<file path="src/rtl/pred_pkg.sv">
// Shared types and constants for the branch prediction collector.
package pred_pkg;

    localparam int unsigned ADDR_W = 3;
    localparam int unsigned CNT_W  = 8;

    localparam logic [ADDR_W-1:0] ADDR_A = 3'b001;
    localparam logic [ADDR_W-1:0] ADDR_B = 3'b010;

    typedef enum logic {
        IDLE = 1'b0,
        WAIT = 1'b1
    } state_t;

    // True when the address selects one of the two prediction banks.
    function automatic logic addr_hit(input logic [ADDR_W-1:0] a);
        return (a == ADDR_A) || (a == ADDR_B);
    endfunction

endpackage

</file>
<file path="src/rtl/sat_counter.sv">
// Saturating up-counter with synchronous clear.
module sat_counter #(
    parameter int unsigned W = 8
) (
    input  logic         clk,
    input  logic         i_clr,
    input  logic         i_inc,
    output logic [W-1:0] o_cnt
);

    logic [W-1:0] r_cnt;

    // Clear wins; otherwise count up and stick at all-ones.
    always_ff @(posedge clk) begin
        if (i_clr) begin
            r_cnt <= '0;
        end else if (i_inc && (r_cnt != {W{1'b1}})) begin
            r_cnt <= r_cnt + W'(1);
        end
    end

    assign o_cnt = r_cnt;

endmodule

</file>
<file path="src/rtl/pred_collect.sv">
// Collects a bank prediction for one outstanding branch and reports the
// mispredict when the branch resolves.
// Optional per-bank mispredict counters: define PRED_COLLECT_STATS_EN.
module pred_collect
    import pred_pkg::*;
(
    input  logic              clk,
    input  logic              rst,
    input  logic              br_valid,
    input  logic [ADDR_W-1:0] addr,
    input  logic              predA,
    input  logic              predB,
    input  logic              resolve,
    input  logic              otcome,
    output logic              pred,
    output logic              pred_valid,
    output logic              busy,
    output logic              miss,
    output logic              miss_valid,
    output logic [ADDR_W-1:0] addr_out,
    output logic              otcome_out,
    output logic [CNT_W-1:0]  cntA,
    output logic [CNT_W-1:0]  cntB
);

    state_t            r_state, w_state_nxt;
    logic              r_pred, w_pred_nxt;
    logic              r_pred_valid, w_pred_valid_nxt;
    logic              r_busy, w_busy_nxt;
    logic              r_miss, w_miss_nxt;
    logic              r_miss_valid, w_miss_valid_nxt;
    logic [ADDR_W-1:0] r_addr_out, w_addr_out_nxt;
    logic              r_otcome_out, w_otcome_out_nxt;
    logic [ADDR_W-1:0] r_laddr, w_laddr_nxt;

    // State and output registers; reset drops any pending branch.
    always_ff @(posedge clk) begin
        if (rst) begin
            r_state      <= IDLE;
            r_pred       <= 1'b0;
            r_pred_valid <= 1'b0;
            r_busy       <= 1'b0;
            r_miss       <= 1'b0;
            r_miss_valid <= 1'b0;
            r_addr_out   <= '0;
            r_otcome_out <= 1'b0;
            r_laddr      <= '0;
        end else begin
            r_state      <= w_state_nxt;
            r_pred       <= w_pred_nxt;
            r_pred_valid <= w_pred_valid_nxt;
            r_busy       <= w_busy_nxt;
            r_miss       <= w_miss_nxt;
            r_miss_valid <= w_miss_valid_nxt;
            r_addr_out   <= w_addr_out_nxt;
            r_otcome_out <= w_otcome_out_nxt;
            r_laddr      <= w_laddr_nxt;
        end
    end

    // Next state and next outputs; qualified outputs hold, pulses default low.
    always_comb begin
        w_state_nxt      = r_state;
        w_pred_nxt       = r_pred;
        w_pred_valid_nxt = 1'b0;
        w_busy_nxt       = r_busy;
        w_miss_nxt       = r_miss;
        w_miss_valid_nxt = 1'b0;
        w_addr_out_nxt   = r_addr_out;
        w_otcome_out_nxt = r_otcome_out;
        w_laddr_nxt      = r_laddr;
        case (r_state)
            IDLE: begin
                if (br_valid && addr_hit(addr)) begin
                    w_state_nxt      = WAIT;
                    w_laddr_nxt      = addr;
                    w_pred_nxt       = (addr == ADDR_A) ? predA : predB;
                    w_pred_valid_nxt = 1'b1;
                    w_busy_nxt       = 1'b1;
                end
            end
            WAIT: begin
                if (resolve) begin
                    w_state_nxt      = IDLE;
                    w_miss_nxt       = r_pred ^ otcome;
                    w_otcome_out_nxt = otcome;
                    w_addr_out_nxt   = r_laddr;
                    w_miss_valid_nxt = 1'b1;
                    w_busy_nxt       = 1'b0;
                end
            end
            default: begin
                w_state_nxt = IDLE;
            end
        endcase
    end

    assign pred       = r_pred;
    assign pred_valid = r_pred_valid;
    assign busy       = r_busy;
    assign miss       = r_miss;
    assign miss_valid = r_miss_valid;
    assign addr_out   = r_addr_out;
    assign otcome_out = r_otcome_out;

`ifdef PRED_COLLECT_STATS_EN
    logic w_inc_a;
    logic w_inc_b;

    assign w_inc_a = r_miss_valid && r_miss && (r_addr_out == ADDR_A);
    assign w_inc_b = r_miss_valid && r_miss && (r_addr_out == ADDR_B);

    sat_counter #(.W(CNT_W)) u_cnt_a (
        .clk   (clk),
        .i_clr (rst),
        .i_inc (w_inc_a),
        .o_cnt (cntA)
    );

    sat_counter #(.W(CNT_W)) u_cnt_b (
        .clk   (clk),
        .i_clr (rst),
        .i_inc (w_inc_b),
        .o_cnt (cntB)
    );
`else
    assign cntA = '0;
    assign cntB = '0;
`endif

endmodule

</file>
<file path="config.mk">
export PLATFORM = sky130hd
export DESIGN_NAME = pred_collect
export DESIGN_NICKNAME = d
export VERILOG_FILES = /design/src/rtl/pred_pkg.sv /design/src/rtl/sat_counter.sv /design/src/rtl/pred_collect.sv
export SDC_FILE = /design/constraint.sdc
export NUM_CORES = 1
export LEC_CHECK = 0
export ABC_AREA = 1
export CAP_MARGIN = 25
export CORE_MARGIN = 2
export CORE_UTILIZATION = 33
export DETAILED_ROUTE_END_ITERATION = 7
export PLACE_DENSITY = 0.73
export SLEW_MARGIN = 20
export SYNTH_ARGS = -nofsm -noshare
export SYNTH_HDL_FRONTEND = slang
export SYNTH_SLANG_ARGS = --single-unit
</file>
<file path="constraint.sdc">
create_clock -name clk -period 0.9 [get_ports clk]
set_clock_uncertainty 0.15 [all_clocks]
set_input_delay 0.135 -clock clk [delete_from_list [all_inputs] [get_ports clk]]
set_output_delay 0.135 -clock clk [all_outputs]
set_load 0.01 [all_outputs]
</file>
==> run metrics, run 1 <==
share of post-route cells with drive strength above 1=36.2%; fin util=48.6%; Final WS setup=-135 ps; total power=0.00117 W; clk_lat worst skew=270 ps; initial antenna violation count=0; Leak Pwr=0.407 nW; Cells after DPL=125; vias in the first global route=459; final hold viol count=0; max cap viols=0; violated checks=negative setup slack; Yosys top cell area share=41.4%; post-layout min period=1040 ps; compound-gate portion of the synthesized area=8.17%; fin nets=116; Post-synth EDFFs=0; total CTS buffers=3; die area=0.00227 mm2; DR iter-0 viols=1; Final Cycle Share=115%; CP Max Fanout=3; Ys Warns=0; Synth Area in Simple Gates=24.9%; clk slew on worst S/H paths=70 ps; most common cell in the netlist=buf_4; Seq/Total Area, Yosys=41.4%; core area=0.00176 mm2; GRT Util Overall=12.0%; Mean Syn Cell Area=7.85 um2; Arr. time, crit path=1050 ps; flops & latches, synth=13; peak supply drop=654 uV; DP Area=810 um2; outcome=complete, but fails checks; Vias/cell=4.05; startpoint types=flip-flop; Cell Rows=15; Synth Flop Type=dfxtp_1; largest family of logic cells by synthesized area=simple AND/OR/NAND/NOR gates; crit end category=flip-flop; largest net degree at the start of global routing=8; most frequent cells after synthesis=16 x buf_4, 13 x dfxtp_1, 12 x nor2_1, 8 x nand2_1; Min Hold Slack=220 ps; Yosys cell types=19; first drt pass iteration count=2; mux contribution to synthesized area=0%; cell taking the most area after synthesis=dfxtp_1; CTS tree=built; maximum clock rate=966 MHz; antenna viol nets, final=0; I/O Buffers=18; Root Driver=clkbuf_4; Die X=47.6 um; per-cell routed wire length=8.40 um; clk buf depth=2; # H-tree levels=1; Die Y=47.6 um; Placer Congestion=0.729; drt total wl=1.09 mm; XOR/XNOR share of the synthesized area=1.39%; Slew Limit Fails=0; ant diodes=0; Finished Layout Cells=130; async set-reset flop share out of synthesis=0%; adder-cell area share of the yosys netlist=0%; # DRC=0; CP Class=flip-flop to flip-flop; worst endpoint required time=920 ps; final instance area=857 um2; Starting Density=35.6%; Layout area overhead=36.5%; Remaining Overflow, GRT=0; Filler cells=185; Hold WC Path Type=input port to flip-flop; clock sinks=13; dpl hpwl=923 um; largest cells by area after synthesis=dfxtp_1 41%, buf_4 19%, nor2_1 7.2%; RSZ-0062 raised after global routing=true; I/O Pins=35; Power Density=1360 mW/mm2; detailed-route via count=526; Mapped Area=628 um2; global-route wire length before repair=1.81 mm; Setup-failing EPs final=21; Post-Syn Instances=80
-- layout by cell type (no fill, tap or decap) --
cell type        instances
nand4_1                  1
dfxtp_2                  7
nand3_1                  3
buf_4                    5
conb_1                  16
nand2_2                  4
nor2_4                   2
dlygate4sd2_1            4
o21ai_1                  5
xnor2_1                  1
a21oi_1                  4
buf_6                    7
nor2_1                  11
inv_1                    3
dfxtp_4                  1
inv_2                    2
buf_2                    2
dfxtp_1                  5
clkbuf_1                 1
nand2_4                  1
inv_4                    1
o22ai_2                  1
clkbuf_4                 3
clkdlybuf4s50_1          5
nand2_1                  8
nor2_2                   2
-- layer usage --
metal	part of all wire [%]	GRT usage, %	vias to the layer above	wire, um
met2	52	20.5	27	570
met4	2.0	8.11	0	22
li1	-	-	269	-
met3	9.2	4.53	3	100
met1	36	12.2	227	398
met5	0	0	-	0
-- stage by stage --
step	setup WS (ps)	setup TNS, ps
after floorplan	-36.3	-45.9
after global placement	-468	-6740
after detailed placement	-525	-7270
after CTS	-184	-1790
after global routing	-186	-2800
final	-135	-1860
-- cell type report --
cell class | instances | area [um2] | share of cell area (%)
clock buffer | 4 | 26.3 | 3.07
sequential | 13 | 273 | 31.8
inverter | 6 | 25.0 | 2.92
timing repair buffer | 23 | 211 | 24.7
multi-input combinational | 59 | 290 | 33.9
tap | 25 | 31.3 | 3.65
-- cells by family after synthesis --
| logic type | count (synthesis) |
|---|---|
| buffers and inverters | 23 |
| AOI/OAI and AO/OA | 10 |
| and+or+nand+nor | 32 |
| xor gates and xnor gates | 1 |
| DFF | 13 |
| other | 1 |
-- worst max-delay path, stage by stage (launching register included) --
cell	delay, ps
dfxtp_4	360
nor2_4	100
nand4_1	140
nand2_1	110
a21oi_1	70
-- repair_timing --
action	in CTS	in global routing
buffers inserted	0	1
gates cloned	0	0
setup endpoints to repair	21	21
resized for setup	56	3
pin swaps	3	4
hold buffers	0	0
-- power by group --
| group | internal [W] | switching (W) | leakage [nW] |
|---|---|---|---|
| logic | 0.0000963 | 0.000111 | 0.283 |
| clock network | 0.000172 | 0.000179 | 0.0150 |
| registers | 0.000595 | 0.0000128 | 0.110 |
| total | 0.000863 | 0.000303 | 0.407 |
-- flip-flops by register name, indices dropped and copies added, names as in the netlist --
signal / count
addr_out: 3
pred_valid: 1
busy: 1
r_laddr: 3
otcome_out: 1
r_state: 1
pred: 1
miss_valid: 1
miss: 1
-- path summary, 6_finish.rpt --
path | startpoint | end | slack (ps) | depth (start not counted)
hold reg to reg | r_laddr[2]$_SDFFE_PP0P_ | r_laddr[2]$_SDFFE_PP0P_ | 290 | 2
setup / recovery | r_state$_SDFF_PP0_ | r_laddr[0]$_SDFFE_PP0P_ | -140 | 4
setup reg to reg | r_state$_SDFF_PP0_ | r_laddr[0]$_SDFFE_PP0P_ | -140 | 4
hold / removal | addr[1] | r_laddr[1]$_SDFFE_PP0P_ | 220 | 3
No activity file was read; power rests on OpenSTA's default activity.
==> run 2, diff against run 1 <==
Settings changed: SLEW_MARGIN 20 to not set.
==> results of run 2 <==
No change in the layout: final DEF, timing and power equal those of run 1.
